<file path="src/rtl/mole_pkg.sv">
// ----------------------------------------------------------------------------
// mole_pkg
// Shared types and constants for the whack-a-mole button input stage.
//   deb_state_t        : per-channel debounce FSM states
//   CLK_HZ             : board clock frequency
//   DEB_CYCLES_DEFAULT : default debounce hold time (2 ms at 50 MHz)
//   N_MOLES            : number of mole buttons / LEDs on the board
//   lowest_set_idx()   : index of the lowest set bit of a vector (0 if none)
// ----------------------------------------------------------------------------
package mole_pkg;

    typedef enum logic [1:0] {
        REL  = 2'd0,
        PCHK = 2'd1,
        PRS  = 2'd2,
        RCHK = 2'd3
    } deb_state_t;

    localparam int CLK_HZ             = 50_000_000;
    localparam int DEB_CYCLES_DEFAULT = 100000;
    localparam int N_MOLES            = 9;

    // Scanning from the top down lets the lowest set bit win the last write.
    function automatic logic [3:0] lowest_set_idx(input logic [15:0] i_vec);
        logic [3:0] idx;
        idx = '0;
        for (int b = 15; b >= 0; b--) begin
            if (i_vec[b]) begin
                idx = 4'(b);
            end
        end
        return idx;
    endfunction

endpackage

</file>
<file path="src/rtl/mole_btn_debounce_ch.sv">
// ----------------------------------------------------------------------------
// mole_btn_debounce_ch
// One button channel: 2-flop synchroniser followed by a 4-state debounce FSM
// with a hold counter. A new level is accepted only after the synchronised
// input has held it for DEB_CYCLES consecutive samples.
// Ports:
//   cin       : clock, rising edge
//   rst_n     : asynchronous active-low reset
//   i_btn     : polarity-normalised raw button (1 = pressed), asynchronous
//   o_level   : debounced pressed state
//   o_press   : one-cycle pulse when o_level goes 0->1
//   o_release : one-cycle pulse when o_level goes 1->0
// ----------------------------------------------------------------------------
module mole_btn_debounce_ch
    import mole_pkg::*;
#(
    parameter int DEB_CYCLES = DEB_CYCLES_DEFAULT,
    parameter int CNT_W      = 17
) (
    input  logic cin,
    input  logic rst_n,
    input  logic i_btn,
    output logic o_level,
    output logic o_press,
    output logic o_release
);

    // DEB_CYCLES must lie in 2 .. 2^CNT_W-1, so the counter never wraps.
    localparam logic [CNT_W-1:0] CNT_LAST = CNT_W'(DEB_CYCLES - 1);
    localparam logic [CNT_W-1:0] CNT_ONE  = CNT_W'(1);

    logic             r_syncMeta;
    logic             r_sync;
    deb_state_t       r_state;
    logic [CNT_W-1:0] r_cnt;
    logic             r_level;
    logic             r_press;
    logic             r_release;

    // Two-flop synchroniser; both flops clear to "not pressed".
    always_ff @(posedge cin or negedge rst_n) begin
        if (!rst_n) begin
            r_syncMeta <= 1'b0;
            r_sync     <= 1'b0;
        end else begin
            r_syncMeta <= i_btn;
            r_sync     <= r_syncMeta;
        end
    end

    // Debounce FSM. Entering a CHK state counts as the first sample, so the
    // counter starts at 1 and the level flips on sample number DEB_CYCLES.
    // A disagreeing sample in a CHK state drops straight back without a pulse.
    always_ff @(posedge cin or negedge rst_n) begin
        if (!rst_n) begin
            r_state   <= REL;
            r_cnt     <= '0;
            r_level   <= 1'b0;
            r_press   <= 1'b0;
            r_release <= 1'b0;
        end else begin
            r_press   <= 1'b0;
            r_release <= 1'b0;
            case (r_state)
                REL: begin
                    if (r_sync) begin
                        r_state <= PCHK;
                        r_cnt   <= CNT_ONE;
                    end
                end
                PCHK: begin
                    if (!r_sync) begin
                        r_state <= REL;
                        r_cnt   <= '0;
                    end else if (r_cnt == CNT_LAST) begin
                        r_state <= PRS;
                        r_cnt   <= '0;
                        r_level <= 1'b1;
                        r_press <= 1'b1;
                    end else begin
                        r_cnt <= r_cnt + CNT_ONE;
                    end
                end
                PRS: begin
                    if (!r_sync) begin
                        r_state <= RCHK;
                        r_cnt   <= CNT_ONE;
                    end
                end
                RCHK: begin
                    if (r_sync) begin
                        r_state <= PRS;
                        r_cnt   <= '0;
                    end else if (r_cnt == CNT_LAST) begin
                        r_state   <= REL;
                        r_cnt     <= '0;
                        r_level   <= 1'b0;
                        r_release <= 1'b1;
                    end else begin
                        r_cnt <= r_cnt + CNT_ONE;
                    end
                end
                default: begin
                    r_state <= REL;
                    r_cnt   <= '0;
                    r_level <= 1'b0;
                end
            endcase
        end
    end

    assign o_level   = r_level;
    assign o_press   = r_press;
    assign o_release = r_release;

endmodule

</file>
<file path="src/rtl/mole_button_conditioner.sv">
// ----------------------------------------------------------------------------
// mole_button_conditioner
// Input stage for the whack-a-mole game: normalises button polarity, debounces
// every button channel and produces press/release pulses plus a registered
// "hit" event for the game/score logic.
// Ports:
//   cin           : 50 MHz board clock, rising edge
//   rst_n         : asynchronous active-low reset
//   btn_raw       : raw asynchronous button lines
//   btn_level     : debounced pressed state, 1 = pressed
//   press_pulse   : one-cycle pulse per debounced press
//   release_pulse : one-cycle pulse per debounced release
//   hit_valid     : strobe, some press_pulse fired in the previous cycle
//   hit_idx       : lowest button index among those presses
//   multi_hit     : more than one press_pulse fired in that cycle
// ----------------------------------------------------------------------------
module mole_button_conditioner
    import mole_pkg::*;
#(
    parameter int N_BTN       = N_MOLES,
    parameter int DEB_CYCLES  = DEB_CYCLES_DEFAULT,
    parameter int CNT_W       = 17,
    parameter int ACTIVE_HIGH = 1
) (
    input  logic             cin,
    input  logic             rst_n,
    input  logic [N_BTN-1:0] btn_raw,
    output logic [N_BTN-1:0] btn_level,
    output logic [N_BTN-1:0] press_pulse,
    output logic [N_BTN-1:0] release_pulse,
    output logic             hit_valid,
    output logic [3:0]       hit_idx,
    output logic             multi_hit
);

    localparam logic [N_BTN-1:0] INV_MASK = (ACTIVE_HIGH != 0) ? '0 : '1;

    logic [N_BTN-1:0] w_btnNorm;
    logic [15:0]      w_pressWide;
    logic             w_multi;
    logic             r_hitValid;
    logic [3:0]       r_hitIdx;
    logic             r_multiHit;

    // Everything downstream sees 1 = pressed regardless of board wiring.
    assign w_btnNorm = btn_raw ^ INV_MASK;

    generate
        for (genvar g = 0; g < N_BTN; g++) begin : g_ch
            mole_btn_debounce_ch #(
                .DEB_CYCLES (DEB_CYCLES),
                .CNT_W      (CNT_W)
            ) u_ch (
                .cin       (cin),
                .rst_n     (rst_n),
                .i_btn     (w_btnNorm[g]),
                .o_level   (btn_level[g]),
                .o_press   (press_pulse[g]),
                .o_release (release_pulse[g])
            );
        end
    endgenerate

    assign w_pressWide = 16'(press_pulse);

    // Clearing the lowest set bit leaves something only if two or more were set.
    assign w_multi = |(press_pulse & (press_pulse - N_BTN'(1)));

    // Registered hit encoder; all fields read 0 in cycles with no press.
    always_ff @(posedge cin or negedge rst_n) begin
        if (!rst_n) begin
            r_hitValid <= 1'b0;
            r_hitIdx   <= '0;
            r_multiHit <= 1'b0;
        end else begin
            r_hitValid <= |press_pulse;
            r_hitIdx   <= lowest_set_idx(w_pressWide);
            r_multiHit <= w_multi;
        end
    end

    assign hit_valid = r_hitValid;
    assign hit_idx   = r_hitIdx;
    assign multi_hit = r_multiHit;

endmodule

</file>
<file path="config.mk">
export PLATFORM = sky130hd
export DESIGN_NAME = mole_button_conditioner
export DESIGN_NICKNAME = d
export VERILOG_FILES = /design/src/rtl/mole_pkg.sv /design/src/rtl/mole_btn_debounce_ch.sv /design/src/rtl/mole_button_conditioner.sv
export SDC_FILE = /design/constraint.sdc
export NUM_CORES = 1
export LEC_CHECK = 0
export BUFFER_PORTS_ARGS = -buffer_cell sky130_fd_sc_hd__buf_2
export CELL_PAD_IN_SITES_DETAIL_PLACEMENT = 1
export CELL_PAD_IN_SITES_GLOBAL_PLACEMENT = 1
export CORE_MARGIN = 10
export CORE_UTILIZATION = 25
export CTS_BUF_LIST = sky130_fd_sc_hd__clkbuf_4 sky130_fd_sc_hd__clkbuf_8
export DETAILED_ROUTE_END_ITERATION = 6
export MAX_ROUTING_LAYER = met4
export PLACE_DENSITY = 0.45
export SKIP_CTS_REPAIR_TIMING = 1
export SYNTH_ARGS = -nofsm -noshare
export SYNTH_HDL_FRONTEND = slang
export SYNTH_SLANG_ARGS = --single-unit
</file>
<file path="constraint.sdc">
create_clock -name cin -period 2.93 [get_ports cin]
set_clock_uncertainty 0.05 [all_clocks]
set_input_delay 0.586 -clock cin [delete_from_list [all_inputs] [get_ports cin]]
set_output_delay 0.586 -clock cin [all_outputs]
set_load 0.02 [all_outputs]
</file>
# Word level (Yosys, flattened, before mapping)
# Index checks and enable logic that the tools add are counted.
[classes]
add_sub_neg = 10
eq_ne = 108
mux = 216
bitwise = 1
n_reduce_logical = 47
[op_table]
columns = ["operator", "n"]
rows = [
  ["$mux W17", 45],
  ["$pmux W17 S4", 9],
  ["$add A17 B1 Y17 const B", 9],
  ["$eq A17 B17 Y1 const B", 9],
  ["$mux W2", 54],
  ["$mux W1", 81],
  ["$ne A2 B1 Y1 const B", 36],
  ["$pmux W2 S4", 9],
  ["$reduce_and A5 Y1", 9],
  ["$eq A2 B2 Y1 const B", 18],
  ["$mux W4", 9],
  ["$ne A2 B2 Y1 const B", 18],
  ["$reduce_and A4 Y1", 9],
  ["$ne A3 B1 Y1 const B", 9],
  ["$ne A3 B3 Y1 const B", 9],
  ["$eq A2 B1 Y1 const B", 9],
  ["$logic_not A2 Y1", 9],
  ["$pmux W1 S2", 9],
  ["$reduce_and A2 Y1", 9],
  ["$reduce_bool A2 Y1", 9],
  ["$reduce_or A9 Y1", 2],
  ["$and A9 B9 Y9", 1],
  ["$sub A9 B1 Y9 const B", 1],
]
[word_totals]
ff_bits = 222
input_bits = 11

# Depth between registers and ports, before layout
# Gate-level depths: netlist of run 1.
[depth]
ltp_word = 9
ltp_mapped = 8

# Modules after synthesis
# From an unflattened synthesis of run 1, not the netlist that was laid out.
[unflattened]
cells_unflattened = 1272
hier_area_um2 = 12077.8
[modules_own_cells]
columns = ["module", "instances", "cells_each", "area_each_um2", "seq_area_each_um2"]
rows = [
  ["mole_btn_debounce_ch (g_ch[1].u_ch ...)", 7, 139, 1311.3, 600.6],
  ["mole_btn_debounce_ch (g_ch[0].u_ch)", 1, 141, 1332.5, 600.6],
  ["mole_btn_debounce_ch (g_ch[8].u_ch)", 1, 127, 1268.7, 600.6],
  ["mole_button_conditioner", 1, 31, 297.8, 150.1],
]

# Least setup slack after synthesis of run 1
# OpenSTA, ideal clock, no wires.
[synth_path]
kind = "flip-flop to flip-flop"
startpoint = "reg g_ch[7].u_ch.r_cnt[0]"
endpoint = "reg g_ch[7].u_ch.r_cnt[10]"
arrival_ns = 2.031
required_ns = 2.798
setup_slack_ns = 0.767
stages_incl_launch_ff = 9
cell_sequence = "dfrtp_1 ha_1 and4_1 and4_1 clkbuf_1 nor2_1 clkbuf_1 a21oi_1 a31oi_1"
[synth_via]
elab_chain_cells = 4
[synth_lines]
columns = ["item", "line", "text"]
rows = [
  ["start: declaration", "mole_btn_debounce_ch.sv:35", "logic [CNT_W-1:0] r_cnt;"],
  ["start signal: assignment", "mole_btn_debounce_ch.sv:81", "r_cnt <= r_cnt + CNT_ONE;"],
  ["start signal: assignment", "mole_btn_debounce_ch.sv:100", "r_cnt <= r_cnt + CNT_ONE;"],
  ["$add A17 B1 Y17 or $eq A17 B17 Y1 (tied branches)", "n/a", ""],
  ["$mux W17 *", "mole_btn_debounce_ch.sv:75, mole_btn_debounce_ch.sv:94", ""],
  ["$mux W17, on equally long branches", "mole_btn_debounce_ch.sv:91, mole_btn_debounce_ch.sv:72", ""],
  ["$pmux W17 S4 *", "mole_btn_debounce_ch.sv:64", "case (r_state)"],
]
# Mark *: on every way between the ends. The rest lies on a longest branch, timed or not.
# A chain may end at the register's enable or synchronous reset.

# Worst setup path in the final report of run 1
[layout_path]
startpoint = "reg g_ch[4].u_ch.r_cnt[0]"
endpoint = "reg g_ch[4].u_ch.r_cnt[6]"
[layout_via]
elab_chain_cells = 4
[layout_lines]
columns = ["item", "line"]
rows = [
  ["start: declaration", "mole_btn_debounce_ch.sv:35"],
  ["start signal: assignment", "mole_btn_debounce_ch.sv:81"],
  ["start signal: assignment", "mole_btn_debounce_ch.sv:100"],
  ["$add A17 B1 Y17 or $eq A17 B17 Y1 (tied branches)", "n/a"],
  ["$mux W17 *", "mole_btn_debounce_ch.sv:75, mole_btn_debounce_ch.sv:94"],
  ["$mux W17, on equally long branches", "mole_btn_debounce_ch.sv:91, mole_btn_debounce_ch.sv:72"],
  ["$pmux W17 S4 *", "mole_btn_debounce_ch.sv:64"],
]
# Marked as above.

==> reports/qor.csv, run 1 <==
stage,metric,value,unit
run_status,outcome,"complete, no violations",
timing,count of final setup violators,0,
pwr,Max VDD drop,267,uV
yosys,Yosys Warn Count,0,
yosys,Netlist cell types,63,
clock_tree,CTS tree,yes,
critical_path,Worst EP arrival,2.92,ns
timing,Max Slew Vio Count,0,
clock_tree,root buffer cell,clkbuf_8,
critical_path,R2R Path End,g_ch[4].u_ch.r_cnt[6],
place,gpl congestion,0.763,
timing,Final Hold Slack,0.0478,ns
yosys,Post-synth EDFFs,0,
finish,Syn-to-layout area delta,16.0,%
grt,largest net degree at the start of global routing,55,
clock_tree,number of buffers created by CTS,45,
floorplan,Rows,77,
critical_path,CP required,3.36,ns
timing,FMAX,0.401,GHz
route,Detailed Routing Iterations Pass 1,4,
finish,Non-Filler Instances,1873,
clock_tree,H-tree level count,2,
grt,first-pass GRT wire length,53.2,mm
yosys,"Primary FF master, synth",dfrtp_1,
timing,setup tns final,0,ns
critical_path,critical-path maximum fanout,15,
clock_tree,CTS Buffer Depth,3,
place,detailed placement HPWL,21.2,mm
route,via total after detailed routing,9340,
yosys,Seq cells post-synth,222,
critical_path,R2R cell count,7,
route,routed wire length,31.5,mm
clock_tree,Worst-path clk slew,0.06,ns
worst_hold_path,worst hold-check path type,in -> reg,
route,via/cell ratio,4.99,
yosys,share of flip-flops with an asynchronous set or reset,100,%
clock_tree,Clock Sinks,222,
yosys,Synth area leader,dfrtp_1,
critical_path,Critical R2R Launch,g_ch[4].u_ch.r_cnt[0],
yosys,Mapped Area,11300,um2
finish,most frequent cells in the layout,"222 x dfrtp_1, 129 x nand2_1, 88 x a31oi_1",
critical_path,crit path launch type,register,
clock_tree,latest clock arrival within the worst-skew pair,0.59,ns
floorplan,Die H,232,um
finish,nets@finish,1269,
finish,share of layout cells above drive strength 1,13.3,%
timing,Slew HR,29.7,%
floorplan,Initial Utilization,25.4,%
yosys,sequential area share after synthesis,49.3,%
yosys,Yosys top cell area share,49.3,%
grt,grt ovf,0,
pwr,PwrDens,600,nW/um2
finish,Ant. Diodes,0,
pwr,Leakage,5.57,nW
route,Post-DRT Antenna Nets,0,
critical_path,r2r setup slk,0.44,ns
grt,vias in the first global route,9746,
run,maxcap violations,0,
route,Initial DRC Count,461,
timing,final hold vios,0,
yosys,post-synthesis cell count,1201,
timing,Final Critical Period,2.49,ns
floorplan,I/O pin count,44,
floorplan,die area,54000,um2
timing,RSZ-0062 raised after global routing,false,
finish,"leading cell type in the layout, fill and taps excluded",dfrtp_1,
place,Port Buffers,43,
critical_path,Setup crit end,g_ch[4].u_ch.r_cnt[6],
route,DR WL/cell,16.8,um
critical_path,critical path launch point,g_ch[4].u_ch.r_cnt[0],
critical_path,Worst Setup Path Type,reg -> reg,
yosys,synth top area cells,"dfrtp_1 49%, a31oi_1 4.9%, nand2_1 4.3%",
route,Residual DRC,0,
timing,final worst path period share,85.0,%
critical_path,crit path capture type,register,
floorplan,die width,232,um
grt,Total GRT Usage,12.2,%
floorplan,Core Area,44400,um2
place,Placed Instances,1791,
yosys,syn_nets,1221,
yosys,Post-Syn Area per Cell,9.39,um2
timing,worst slew pin tran,1.05,ns
grt,initial antenna violation count,0,
-- cell usage after synthesis, drive strengths merged, types with 10 or more instances --
master and instances:
a21o 21, a21oi 82, a22o 17, a31oi 88, a41oi 14, and2 10, and3 16, buf 44
clkbuf 23, dfrtp 222, inv 37, nand2 129, nand2b 10, nand3 68, nand4 30, nor2 78
nor3 38, nor3b 12, nor4 26, o21ai 74, or2 12, or3 28, xor2 18
-- stage by stage --
| step | setup WS, ns | util [%] | cell area, um2 | total power, W |
|---|---|---|---|---|
| floorplan | 0.767 | - | 11300 | 0.00401 |
| global placement | 0.465 | 27.1 | 12100 | 0.00434 |
| detailed placement | 0.449 | 27.1 | 12100 | 0.00435 |
| CTS | 0.438 | 29.4 | 13100 | 0.00806 |
| global route | 0.256 | 29.5 | 13100 | 0.00836 |
| finish | 0.438 | 29.5 | 13100 | 0.00785 |
-- power breakdown --
part / total [W] / internal, W / switching [W]
Combinational: 0.000833 / 0.000297 / 0.000536
Sequential: 0.00345 / 0.00323 / 0.000215
Clock: 0.00357 / 0.00213 / 0.00144
-- layer usage --
layer	vias up	GRT usage, %	part of all wire, %
li1	4546	-	-
met1	4641	16.1	50
met2	102	18.3	44
met3	51	2.72	3.5
met4	0	3.82	2.3
met5	-	-	0
-- worst max-delay path, cell delays in order (launching register included) --
cell	delay, ns
dfrtp_1	0.41
ha_1	0.23
nand4_1	0.31
nor4_4	0.49
nor2_1	0.28
buf_4	0.27
a21o_1	0.16
a21o_1	0.17
-- cells by family (layout without fill, tap and decap cells) --
family | Yosys count | count (layout) | synth area share (%)
buffers and inverters | 104 | 184 | 4.68
DFF | 222 | 222 | 49.3
muxes | 11 | 11 | 0.999
xor gates and xnor gates | 24 | 24 | 1.86
adders and majority gates | 11 | 11 | 1.18
AOI/OAI and AO/OA | 332 | 332 | 18.1
and+or+nand+nor | 497 | 497 | 23.9
-- layout make-up --
type,count,area (um2)
Tap cell,592,741
Timing Repair Buffer,68,458
Clock buffer,76,958
Inverter,37,139
Fill cell,5078,31300
Clock inverter,3,40.0
Sequential cell,222,5560
Multi-Input combinational cell,875,5190
-- worst min path at each step --
| stage | startpoint | end | slack, ns | cells after the start |
|---|---|---|---|---|
| 2_1_floorplan | rst_n | asynchronous set/reset pin | 0.24 | 0 |
| 3_3_place_gp | g_ch[3].u_ch.r_syncMeta | g_ch[3].u_ch.r_sync | 0.28 | 0 |
| 3_5_place_dp | g_ch[3].u_ch.r_syncMeta | g_ch[3].u_ch.r_sync | 0.29 | 0 |
| 4_1_cts | rst_n | g_ch[4].u_ch.r_cnt[7] | -0.15 | 1 |
| 5_1_grt | btn_raw[8] | g_ch[8].u_ch.r_syncMeta | 0.003 | 1 |
| 6_report | btn_raw[8] | g_ch[8].u_ch.r_syncMeta | 0.05 | 1 |
-- sequential cells by signal, indices dropped and copies added (netlist names), named ones only --
register,flops
g_ch.u_ch.r_state,9
g_ch.u_ch.r_cnt,153
hit_idx,4
g_ch.u_ch.r_syncMeta,9
hit_valid,1
g_ch.u_ch.o_level,9
g_ch.u_ch.o_press,9
g_ch.u_ch.r_sync,9
g_ch.u_ch.o_release,9
multi_hit,1
Note: power is estimated with default switching activity, not from simulation.
==> run 2: changes to the inputs <==
PLACE_DENSITY = 0.52   (was 0.45)
==> run 2 against run 1 <==
Power is 2.2% lower. Sequential power is essentially flat. Count of clock-buffer cells in the layout fell by 6. Largest power group is now registers. Utilization fell by 0.18 points. Fmax grew 2.1%.
==> reports/qor.csv, run 2 (synthesized netlist as in run 1, its figures left out) <==
stage,metric,value,unit,change
timing,final hold vios,0,,unchanged
place,gpl congestion,0.781,,was 0.763
pwr,Internal,0.00550,W,was 0.00566 W
route,via total after detailed routing,9270,,"was 9,340"
timing,worst slew pin tran,1.20,ns,was 1.05 ns
pwr,Max VDD drop,351,uV,was 267 uV
finish,share of layout cells above drive strength 1,12.9,%,was 13.3%
clock_tree,CTS tree,yes,,unchanged
grt,first-pass GRT wire length,50.4,mm,was 53.2 mm
critical_path,critical path launch point,g_ch[4].u_ch.r_cnt[13],,was g_ch[4].u_ch.r_cnt[0]
route,routed wire length,29.9,mm,was 31.5 mm
clock_tree,latest clock arrival within the worst-skew pair,0.60,ns,was 0.59 ns
floorplan,Core Area,44400,um2,unchanged
clock_tree,Clock Sinks,222,,unchanged
pwr,"Power, Total",0.00768,W,was 0.00785 W
route,DR WL/cell,16.0,um,was 16.8 um
route,Detailed Routing Iterations Pass 1,4,,unchanged
pwr,Flop pwr share,44.8,%,was 43.9%
grt,vias in the first global route,9449,,"was 9,746"
pwr,switching pwr,0.00218,W,was 0.00219 W
critical_path,crit path launch type,register,,unchanged
floorplan,Die H,232,um,unchanged
finish,Register Area,5560,um2,unchanged
timing,final worst path period share,83.3,%,was 85.0%
place,Port Buffers,43,,unchanged
critical_path,critical-path maximum fanout,16,,was 15
clock_tree,CTS Buffer Depth,3,,unchanged
grt,Total GRT Usage,11.5,%,was 12.2%
critical_path,Critical R2R Launch,g_ch[4].u_ch.r_cnt[13],,was g_ch[4].u_ch.r_cnt[0]
floorplan,Initial Utilization,25.4,%,unchanged
critical_path,R2R Path End,g_ch[4].u_ch.r_cnt[6],,unchanged
run_status,outcome,"complete, no violations",,unchanged
timing,count of final setup violators,0,,unchanged
finish,Syn-to-layout area delta,15.3,%,was 16.0%
route,Post-DRT Antenna Nets,0,,unchanged
route,via/cell ratio,4.96,,was 4.99
floorplan,Rows,77,,unchanged
finish,most frequent cells in the layout,"222 x dfrtp_1, 129 x nand2_1, 88 x a31oi_1",,unchanged
floorplan,die width,232,um,unchanged
critical_path,r2r setup slk,0.49,ns,was 0.44 ns
critical_path,Worst EP arrival,2.89,ns,was 2.92 ns
critical_path,Worst Setup Path Type,reg -> reg,,unchanged
timing,Slew HR,19.7,%,was 29.7%
finish,Biggest register,g_ch.u_ch.r_cnt,,unchanged
critical_path,crit path capture type,register,,unchanged
pwr,Sw Share,28.4,%,was 27.9%
run,maxcap violations,0,,unchanged
finish,max reg flops,153,,unchanged
clock_tree,Worst-path clk slew,0.06,ns,about the same
clock_tree,number of buffers created by CTS,44,,was 45
timing,setup tns final,0,ns,unchanged
grt,grt ovf,0,,unchanged
pwr,PwrDens,591,nW/um2,was 600 nW/um2
pwr,Clk pwr share,44.4,%,was 45.5%
critical_path,Setup crit end,g_ch[4].u_ch.r_cnt[6],,unchanged
finish,footprint of the multi-input gates,5190,um2,unchanged
critical_path,CP required,3.37,ns,was 3.36 ns
timing,FMAX,0.410,GHz,was 0.401 GHz
floorplan,I/O pin count,44,,unchanged
pwr,power share of the combinational group,10.8,%,was 10.6%
route,Residual DRC,0,,unchanged
grt,initial antenna violation count,0,,unchanged
finish,nets@finish,1263,,"was 1,269"
route,Initial DRC Count,514,,was 461
floorplan,die area,54000,um2,unchanged
grt,largest net degree at the start of global routing,74,,was 55
finish,"leading cell type in the layout, fill and taps excluded",dfrtp_1,,unchanged
critical_path,R2R cell count,6,,was 7
timing,Final Critical Period,2.44,ns,was 2.49 ns
clock_tree,H-tree level count,2,,unchanged
timing,Max Slew Vio Count,0,,unchanged
timing,RSZ-0062 raised after global routing,false,,unchanged
place,detailed placement HPWL,20.3,mm,was 21.2 mm
clock_tree,root buffer cell,clkbuf_8,,unchanged
place,Placed Instances,1785,,"was 1,791"
worst_hold_path,worst hold-check path type,in -> reg,,unchanged
finish,# fillers,5094,,"was 5,078"
finish,Non-Filler Instances,1869,,"was 1,873"
pwr,Leakage,5.51,nW,was 5.57 nW
finish,Ant. Diodes,0,,unchanged
run 2: final cells by class:
class / count / area share [%]
Sequential cell: 222 / 42.7
Multi-Input combinational cell: 875 / 39.9
Clock buffer: 70 / 6.69
Tap cell: 592 / 5.70
Timing Repair Buffer: 63 / 3.25
Inverter: 37 / 1.07
Clock inverter: 10 / 0.635
run 2: worst min path at each step:
stage	from	slack, ns	cells past startpoint	endpoint
final	btn_raw[7]	0.05	1	g_ch[7].u_ch.r_syncMeta
after CTS	rst_n	-0.11	1	g_ch[2].u_ch.r_syncMeta
after global routing	btn_raw[0]	0.0007	1	g_ch[0].u_ch.r_syncMeta
after floorplan	rst_n	0.24	0	asynchronous set/reset pin
after global placement	g_ch[0].u_ch.r_syncMeta	0.28	0	g_ch[0].u_ch.r_sync
after detailed placement	g_ch[0].u_ch.r_syncMeta	0.29	0	g_ch[0].u_ch.r_sync
run 2: worst max-delay path, stage by stage, from the launching register on:
cell and delay, ns:
dfrtp_1 0.45, or4b_1 0.60, nor4_4 0.37, nor2_1 0.27, buf_4 0.26, a21o_1 0.17, a21o_1 0.17
run 2: power by group through the flow:
stage / Clock [W] / Sequential [W] / Combinational [W]
6_report: 0.00341 / 0.00344 / 0.000826
2_1_floorplan: 0 / 0.00343 / 0.000578
4_1_cts: 0.00361 / 0.00344 / 0.000841
3_5_place_dp: 0 / 0.00349 / 0.000842
3_3_place_gp: 0 / 0.00349 / 0.000828
5_1_grt: 0.00376 / 0.00348 / 0.000968
run 2: metal layers:
layer / share of wire, % / routed length [um] / track usage (%)
met5: 0 / 0 / -
met1: 49 / 14700 / 15.2
met3: 4.1 / 1220 / 2.96
met4: 2.1 / 615 / 3.33
met2: 45 / 13300 / 17.2
run 2: through the flow:
step / setup slack [ns] / hold WS, ns / cell area [um2] / util, %
4_1_cts: 0.444 / -0.111 / 13000 / 29.2
2_1_floorplan: 0.767 / 0.240 / 11300 / -
3_3_place_gp: 0.501 / 0.283 / 12000 / 27.0
5_1_grt: 0.132 / 0.000733 / 13000 / 29.3
6_report: 0.489 / 0.0515 / 13000 / 29.3
3_5_place_dp: 0.477 / 0.286 / 12000 / 27.0
